--- config.mk ---
export PLATFORM = sky130hd
export DESIGN_NAME = tlm_sb_rx_queue
export DESIGN_NICKNAME = d
export VERILOG_FILES = /design/src/rtl/tlm_sb_rx_queue.sv
export SDC_FILE = /design/constraint.sdc
export NUM_CORES = 1
export LEC_CHECK = 0
export CAP_MARGIN = 20
export CELL_PAD_IN_SITES_DETAIL_PLACEMENT = 0
export CELL_PAD_IN_SITES_GLOBAL_PLACEMENT = 1
export CORE_ASPECT_RATIO = 1.2
export CORE_MARGIN = 3
export CORE_UTILIZATION = 58
export CTS_CLUSTER_DIAMETER = 150
export CTS_CLUSTER_SIZE = 14
export DETAILED_ROUTE_END_ITERATION = 16
export GPL_TIMING_DRIVEN = 0
export PLACE_DENSITY = 0.89
export SLEW_MARGIN = 15
export SYNTH_ARGS = -nofsm -noshare
export SYNTH_HDL_FRONTEND = slang
export SYNTH_SLANG_ARGS = --single-unit
--- constraint.sdc ---
create_clock -name tlm_secondary_clock -period 9.25 [get_ports tlm_secondary_clock]
set_clock_uncertainty 0.2 [all_clocks]
set_input_delay 2.775 -clock tlm_secondary_clock [delete_from_list [all_inputs] [get_ports tlm_secondary_clock]]
set_output_delay 2.775 -clock tlm_secondary_clock [all_outputs]
set_load 0.05 [all_outputs]
--- src/rtl/tlm_sb_rx_queue.sv ---
// Sideband ingress queue: separate posted/non-posted flit FIFOs, store-and-forward message delivery, credit return.
// Optional overflow/protocol checking is enabled by defining TLM_SB_RX_OVF_CHK_EN.

module tlm_sb_rx_fifo #(
    parameter int DEPTH = 16
) (
    input  logic       clk,
    input  logic       rst_n,
    input  logic       push,
    input  logic [8:0] wdata,
    input  logic       pop,
    output logic [8:0] rdata,
    output logic       full,
    output logic       msg_avail
);
    localparam int AW = $clog2(DEPTH);
    localparam int PW = AW + 1;

    logic [PW-1:0] wr_ptr_q, wr_ptr_d;
    logic [PW-1:0] rd_ptr_q, rd_ptr_d;
    logic [PW-1:0] msg_cnt_q, msg_cnt_d;
    logic [8:0]    mem_q [DEPTH];

    assign rdata     = mem_q[rd_ptr_q[AW-1:0]];
    assign full      = (wr_ptr_q[AW] != rd_ptr_q[AW]) && (wr_ptr_q[AW-1:0] == rd_ptr_q[AW-1:0]);
    assign msg_avail = (msg_cnt_q != {PW{1'b0}});

    // Pointer and complete-message count next-state; bit 8 of a flit is its EOM marker.
    always_comb begin
        wr_ptr_d  = wr_ptr_q;
        rd_ptr_d  = rd_ptr_q;
        msg_cnt_d = msg_cnt_q;
        if (push) begin
            wr_ptr_d = wr_ptr_q + PW'(1);
        end else begin
            wr_ptr_d = wr_ptr_q;
        end
        if (pop) begin
            rd_ptr_d = rd_ptr_q + PW'(1);
        end else begin
            rd_ptr_d = rd_ptr_q;
        end
        case ({push & wdata[8], pop & rdata[8]})
            2'b10:   msg_cnt_d = msg_cnt_q + PW'(1);
            2'b01:   msg_cnt_d = msg_cnt_q - PW'(1);
            default: msg_cnt_d = msg_cnt_q;
        endcase
    end

    // Pointer and count registers.
    always_ff @(posedge clk or negedge rst_n) begin
        if (!rst_n) begin
            wr_ptr_q  <= {PW{1'b0}};
            rd_ptr_q  <= {PW{1'b0}};
            msg_cnt_q <= {PW{1'b0}};
        end else begin
            wr_ptr_q  <= wr_ptr_d;
            rd_ptr_q  <= rd_ptr_d;
            msg_cnt_q <= msg_cnt_d;
        end
    end

    // Flit storage; contents are don't-care until written, so no reset.
    always_ff @(posedge clk) begin
        if (push) begin
            mem_q[wr_ptr_q[AW-1:0]] <= wdata;
        end
    end
endmodule

`ifdef TLM_SB_RX_OVF_CHK_EN
module tlm_sb_rx_queue_chk (
    input logic clk,
    input logic rst_n,
    input logic viol
);
    // Flags fabric credit/protocol violations seen on the ingress side.
    always @(posedge clk) begin
        if (rst_n) begin
            assert (!viol) else $error("tlm_sb_rx_queue: sideband ingress protocol violation");
        end
    end
endmodule
`endif

module tlm_sb_rx_queue #(
    parameter int PC_DEPTH = 16,
    parameter int NP_DEPTH = 16
) (
    input  logic       tlm_secondary_clock,
    input  logic       tlm_secondary_reset,
    input  logic       sb2_tlm_pcput,
    input  logic       sb2_tlm_npput,
    input  logic       sb2_tlm_eom,
    input  logic [7:0] sb2_tlm_payload,
    output logic       tlm_sb2_pccup,
    output logic       tlm_sb2_npcup,
    output logic       rx_valid,
    output logic       rx_np,
    output logic [7:0] rx_data,
    output logic       rx_eom,
    input  logic       rx_ready,
    output logic       rx_ovf_err
);
    localparam int PC_PW = $clog2(PC_DEPTH) + 1;
    localparam int NP_PW = $clog2(NP_DEPTH) + 1;

    typedef enum logic [0:0] {
        ST_INIT = 1'b0,
        ST_RUN  = 1'b1
    } state_t;

    logic clk;
    logic rst_n;
    assign clk   = tlm_secondary_clock;
    assign rst_n = tlm_secondary_reset;

    state_t     state_q, state_d;
    logic [PC_PW-1:0] pc_init_q, pc_init_d, pc_pend_q, pc_pend_d;
    logic [NP_PW-1:0] np_init_q, np_init_d, np_pend_q, np_pend_d;
    logic       pccup_q, pccup_d, npcup_q, npcup_d;
    logic       lock_act_q, lock_act_d, lock_np_q, lock_np_d;

    logic       pc_push_s, np_push_s, pc_pop_s, np_pop_s;
    logic       pc_full_s, np_full_s, pc_avail_s, np_avail_s;
    logic [8:0] pc_head_s, np_head_s, head_s;
    logic       sel_np_s, valid_s, xfer_s;
    logic       pc_init_left_s, np_init_left_s;

    // A put into a full FIFO is dropped; with both puts high the NP flit is dropped.
    assign pc_push_s = sb2_tlm_pcput & ~pc_full_s;
    assign np_push_s = sb2_tlm_npput & ~sb2_tlm_pcput & ~np_full_s;

    tlm_sb_rx_fifo #(.DEPTH(PC_DEPTH)) u_pc_fifo (
        .clk       (clk),
        .rst_n     (rst_n),
        .push      (pc_push_s),
        .wdata     ({sb2_tlm_eom, sb2_tlm_payload}),
        .pop       (pc_pop_s),
        .rdata     (pc_head_s),
        .full      (pc_full_s),
        .msg_avail (pc_avail_s)
    );

    tlm_sb_rx_fifo #(.DEPTH(NP_DEPTH)) u_np_fifo (
        .clk       (clk),
        .rst_n     (rst_n),
        .push      (np_push_s),
        .wdata     ({sb2_tlm_eom, sb2_tlm_payload}),
        .pop       (np_pop_s),
        .rdata     (np_head_s),
        .full      (np_full_s),
        .msg_avail (np_avail_s)
    );

    // Queue selection: locked class wins; otherwise PC before NP at a message boundary.
    always_comb begin
        sel_np_s = 1'b0;
        if (lock_act_q) begin
            sel_np_s = lock_np_q;
        end else if (pc_avail_s) begin
            sel_np_s = 1'b0;
        end else if (np_avail_s) begin
            sel_np_s = 1'b1;
        end else begin
            sel_np_s = 1'b0;
        end
    end

    assign valid_s  = sel_np_s ? np_avail_s : pc_avail_s;
    assign head_s   = sel_np_s ? np_head_s : pc_head_s;
    assign xfer_s   = valid_s & rx_ready;
    assign pc_pop_s = xfer_s & ~sel_np_s;
    assign np_pop_s = xfer_s & sel_np_s;

    assign rx_valid = valid_s;
    assign rx_np    = valid_s & sel_np_s;
    assign rx_data  = valid_s ? head_s[7:0] : 8'h00;
    assign rx_eom   = valid_s & head_s[8];

    // The lock is taken as soon as a flit is presented so a stalled head stays stable.
    always_comb begin
        lock_act_d = lock_act_q;
        lock_np_d  = lock_np_q;
        if (xfer_s && head_s[8]) begin
            lock_act_d = 1'b0;
            lock_np_d  = 1'b0;
        end else if (valid_s) begin
            lock_act_d = 1'b1;
            lock_np_d  = sel_np_s;
        end else begin
            lock_act_d = lock_act_q;
            lock_np_d  = lock_np_q;
        end
    end

    // INIT hands out the full depth of credits, then waits for both classes to finish.
    always_comb begin
        state_d = state_q;
        case (state_q)
            ST_INIT: begin
                if ((pc_init_q == PC_PW'(PC_DEPTH)) && (np_init_q == NP_PW'(NP_DEPTH))) begin
                    state_d = ST_RUN;
                end else begin
                    state_d = ST_INIT;
                end
            end
            ST_RUN:  state_d = ST_RUN;
            default: state_d = ST_INIT;
        endcase
    end

    assign pc_init_left_s = (state_q == ST_INIT) && (pc_init_q != PC_PW'(PC_DEPTH));
    assign np_init_left_s = (state_q == ST_INIT) && (np_init_q != NP_PW'(NP_DEPTH));

    // Credit pulses; pop credits arriving while init credits still flow are banked and paid later.
    always_comb begin
        pc_init_d = pc_init_q;
        pc_pend_d = pc_pend_q;
        pccup_d   = 1'b0;
        np_init_d = np_init_q;
        np_pend_d = np_pend_q;
        npcup_d   = 1'b0;
        if (pc_init_left_s) begin
            pccup_d   = 1'b1;
            pc_init_d = pc_init_q + PC_PW'(1);
            pc_pend_d = pc_pend_q + PC_PW'(pc_pop_s);
        end else if (pc_pop_s || (pc_pend_q != {PC_PW{1'b0}})) begin
            pccup_d   = 1'b1;
            pc_pend_d = pc_pend_q + PC_PW'(pc_pop_s) - PC_PW'(1);
        end else begin
            pccup_d   = 1'b0;
        end
        if (np_init_left_s) begin
            npcup_d   = 1'b1;
            np_init_d = np_init_q + NP_PW'(1);
            np_pend_d = np_pend_q + NP_PW'(np_pop_s);
        end else if (np_pop_s || (np_pend_q != {NP_PW{1'b0}})) begin
            npcup_d   = 1'b1;
            np_pend_d = np_pend_q + NP_PW'(np_pop_s) - NP_PW'(1);
        end else begin
            npcup_d   = 1'b0;
        end
    end

    // Control registers.
    always_ff @(posedge clk or negedge rst_n) begin
        if (!rst_n) begin
            state_q    <= ST_INIT;
            pc_init_q  <= {PC_PW{1'b0}};
            pc_pend_q  <= {PC_PW{1'b0}};
            np_init_q  <= {NP_PW{1'b0}};
            np_pend_q  <= {NP_PW{1'b0}};
            pccup_q    <= 1'b0;
            npcup_q    <= 1'b0;
            lock_act_q <= 1'b0;
            lock_np_q  <= 1'b0;
        end else begin
            state_q    <= state_d;
            pc_init_q  <= pc_init_d;
            pc_pend_q  <= pc_pend_d;
            np_init_q  <= np_init_d;
            np_pend_q  <= np_pend_d;
            pccup_q    <= pccup_d;
            npcup_q    <= npcup_d;
            lock_act_q <= lock_act_d;
            lock_np_q  <= lock_np_d;
        end
    end

    assign tlm_sb2_pccup = pccup_q;
    assign tlm_sb2_npcup = npcup_q;

`ifdef TLM_SB_RX_OVF_CHK_EN
    logic ovf_q, ovf_d;
    logic viol_s;

    assign viol_s = (sb2_tlm_pcput & pc_full_s)
                  | (sb2_tlm_npput & ~sb2_tlm_pcput & np_full_s)
                  | (sb2_tlm_pcput & sb2_tlm_npput)
                  | (sb2_tlm_eom & ~sb2_tlm_pcput & ~sb2_tlm_npput);

    // Sticky error flag, cleared only by reset.
    always_comb begin
        ovf_d = ovf_q;
        if (viol_s) begin
            ovf_d = 1'b1;
        end else begin
            ovf_d = ovf_q;
        end
    end

    // Error flag register.
    always_ff @(posedge clk or negedge rst_n) begin
        if (!rst_n) begin
            ovf_q <= 1'b0;
        end else begin
            ovf_q <= ovf_d;
        end
    end

    assign rx_ovf_err = ovf_q;

    tlm_sb_rx_queue_chk u_chk (
        .clk   (clk),
        .rst_n (rst_n),
        .viol  (viol_s)
    );
`else
    assign rx_ovf_err = 1'b0;
`endif
endmodule
==> flow_summary.json <==
{
  "status": "complete, no violations",
  "ant_nets": 0,
  "num_vias": 7468,
  "final.setup.tns_ns": 0,
  "coreArea_mm2": 0.0241,
  "yosys_warnings": 0,
  "start_kind": "flop",
  "vias_per_cell": 6.22,
  "antenna_found_initial": 0,
  "setup_ws_ns": 2.45,
  "pre_cts_slack_ns": 2.77,
  "maxCapViolCount": 0,
  "p_int_uw": 3260,
  "drc": 0,
  "post_cts_resized": 0,
  "cts.sinks": 343,
  "clockBufferDepth": 3,
  "grt_usage": 0.232,
  "nFillCells": 1590,
  "required_ns": 6.28,
  "cts_max_level": 1,
  "power_leakage_uw": 0.00530,
  "wl_per_cell_um": 24.7,
  "io_buffers": 26,
  "finalHoldViolCount": 0,
  "synth_edf_count": 288,
  "overflow": 0,
  "synth_seq_area_share": 0.699,
  "synth_ff_type": "edfxtp_1",
  "grt_pass1_wl_mm": 46.5,
  "synth_area_per_cell_um2": 18.0,
  "ir_drop_uv": 203,
  "arrival_ns": 3.82,
  "drtPass1Iterations": 5,
  "yosys_register_bits": 343,
  "fin_util": 0.657,
  "fmax_mhz": 147,
  "critPathMostFrequentCell": "clkbuf_1",
  "max-slew-margin-rel": 0.354,
  "min_path_type": "reg2reg",
  "finalMaxSlewViolations": 0,
  "worstPathCellList": "clkbuf_1, clkbuf_1, clkbuf_1, a211oi_1, a21oi_1, a32o_1, clkdlybuf4s50_1",
  "synthCells": 798,
  "syn_area_mm2": 0.0143,
  "layout.nets": 899,
  "p_sw_uw": 1750,
  "placed_cells": 1148,
  "synth_area_leader_cell": "edfxtp_1",
  "yosysTopAreaCellShare": 0.603,
  "initial_utilization": 0.595,
  "synth_area_leaders": "edfxtp_1 (60%), mux4_2 (11%), dfrtp_1 (9.6%)",
  "seq_power_share": 0.397,
  "cts_buffers": 28,
  "swShare": 0.349,
  "synthTopCellsByCount": "edfxtp_1 (288), mux4_2 (68), dfrtp_1 (55), nor2_1 (45), xnor2_1 (37)",
  "ff_latch_area_mm2": 0.0100,
  "combPwrFrac": 0.384,
  "cts_tree": "yes",
  "finalWeightedCongestion": 0.805,
  "crit_path_end_kind": "primary output",
  "post_cts_buffers": 0,
  "async_flop_share": 0.160,
  "die_area_mm2": 0.0267,
  "cp_slowest_cell": "clkdlybuf4s50_1",
  "min_period_ns": 6.80,
  "fin_crit_sh": 0.735,
  "rows": 62,
  "cpPeakStageDelay_ns": 0.81,
  "clkPwrFrac": 0.219,
  "finalSetupViolations": 0,
  "rsz0062_at_grt": "false",
  "yosys.cell_count.top_type": "edfxtp_1",
  "area_growth_pct": 10.5,
  "clk-insertion-delay-late_ns": 0.56,
  "layout-drive-gt1-share": 0.176,
  "critPathKind": "reg2out",
  "power.density_mw_per_mm2": 316,
  "multiInputGateArea_mm2": 0.00409,
  "diodes": 0,
  "num_io_pins": 28,
  "grt_max_degree": 56,
  "fp.dieW_um": 150,
  "stdcell_count": 1200,
  "critPathMaxFanout": 10,
  "syn_nets": 839,
  "grt_pass1_vias": 7962,
  "hpwl_mm": 19.2,
  "cts-root-buf": "clkbuf_16",
  "drtIter0Drc": 645,
  "drt-total-wl_mm": 29.7,
  "path_clk_slew_ns": 0.07,
  "synth_cell_types": 56,
  "postCtsHoldBufs": 0,
  "tightest_slew_ns": 0.965,
  "reg2reg_slack_ns": 5.08,
  "die_h_um": 178
}
==> placed cells by master, fill, tap and decap left out, types with 2 or more instances in the layout <==
| cell type | synthesis | final |
|---|---|---|
| xor2_1 | 25 | 25 |
| a31oi_1 | 3 | 3 |
| a211oi_1 | 9 | 9 |
| nand4_1 | 9 | 9 |
| nor4_2 | 3 | 3 |
| ha_1 | 27 | 27 |
| dfrtp_1 | 55 | 55 |
| clkbuf_16 | 0 | 28 |
| nand2_1 | 29 | 29 |
| a21oi_1 | 17 | 17 |
| buf_1 | 2 | 2 |
| buf_4 | 3 | 8 |
| nor2_1 | 45 | 45 |
| nand4b_1 | 2 | 2 |
| edfxtp_1 | 288 | 288 |
| nor3_2 | 1 | 9 |
| buf_2 | 12 | 21 |
| mux2_2 | 9 | 9 |
| mux4_1 | 9 | 9 |
| clkdlybuf4s50_1 | 0 | 16 |
| o21ai_0 | 10 | 10 |
| xnor2_1 | 37 | 37 |
| mux2i_1 | 9 | 9 |
| nand3b_1 | 3 | 3 |
| nand2b_1 | 7 | 7 |
| o22ai_1 | 2 | 2 |
| inv_1 | 20 | 20 |
| nor3_1 | 13 | 5 |
| clkbuf_1 | 20 | 42 |
| nor4b_1 | 2 | 2 |
| mux4_2 | 68 | 68 |
| nor2b_1 | 14 | 14 |
| nand3_1 | 10 | 10 |
| or4_1 | 2 | 2 |
| or2_2 | 2 | 2 |
| a32o_1 | 8 | 8 |
| and2_1 | 2 | 2 |
==> metrics by stage <==
step | hold WS (ns) | instance area, um2 | power (uW)
2_1_floorplan | 0.238 | 14300 | 3380
3_3_place_gp | 0.254 | 15000 | 3850
3_5_place_dp | 0.277 | 15100 | 3930
4_1_cts | 0.291 | 15900 | 5040
5_1_grt | 0.305 | 15900 | 5240
6_report | 0.286 | 15900 | 5010
==> worst max-delay path: cells and delay by family, from the launching register on <==
kind            cells  cell delay [ns]
buf+inv             4             2.24
compound gates      3             0.68
flops               1             0.35
==> sequential cells by signal, summed over array words and instances, names as in the netlist, 5 cells and up <==
| signal | cells |
|---|---|
| np_pend_q | 5 |
| pc_pend_q | 5 |
| u_pc_fifo.msg_cnt_q | 5 |
| pc_init_q | 5 |
| u_pc_fifo.mem_q | 144 |
| u_np_fifo.mem_q | 144 |
| u_np_fifo.rd_ptr_q | 5 |
| u_pc_fifo.rd_ptr_q | 5 |
| u_pc_fifo.wr_ptr_q | 5 |
| u_np_fifo.msg_cnt_q | 5 |
| u_np_fifo.wr_ptr_q | 5 |
| np_init_q | 5 |
==> final timing paths <==
check                                       start                endpoint  cells after the start
max reg2reg                u_pc_fifo.msg_cnt_q[1]  u_np_fifo.msg_cnt_q[4]                     13
min                        u_pc_fifo.msg_cnt_q[4]  u_pc_fifo.msg_cnt_q[4]                      1
max in group asynchronous     tlm_secondary_reset   u_pc_fifo.rd_ptr_q[0]                      1
max                         u_np_fifo.rd_ptr_q[1]              rx_data[1]                      7
min reg2reg                u_pc_fifo.msg_cnt_q[4]  u_pc_fifo.msg_cnt_q[4]                      1
min in group asynchronous     tlm_secondary_reset   u_np_fifo.rd_ptr_q[2]                      1
==> per-layer routing <==
layer	global-route usage	vias to the layer above	wire [um]
li1	-	3245	-
met1	0.305	3886	11500
met2	0.406	270	15500
met3	0.0333	67	1760
met4	0.0713	0	887
met5	0	-	0
==> power groups by stage <==
stage               Clock, uW  Sequential, uW  Combinational (uW)
global placement            0            2000                1840
CTS                      1120            1990                1940
finish                   1100            1990                1920
global route             1180            2000                2060
detailed placement          0            2020                1920
floorplan                   0            1990                1390
==> kinds of logic after synthesis <==
logic type	Yosys count	share of synthesized area
fa+ha+maj	27	0.0235
xor+xnor	62	0.0378
mux	95	0.137
simple gates	150	0.0541
other cells	1	0.000261
compound gates	60	0.0299
flops	343	0.699
buf+inv	60	0.0192
==> layout make-up <==
cell class	count	share of cell area
timing repair buffer	30	0.0153
buffer	39	0.0124
clock inverter	2	0.00245
inverter	21	0.00497
sequential	343	0.632
multi-input combinational	395	0.258
clock buffer	50	0.0494
tap	320	0.0253
Power figures use the tool's default switching activity.
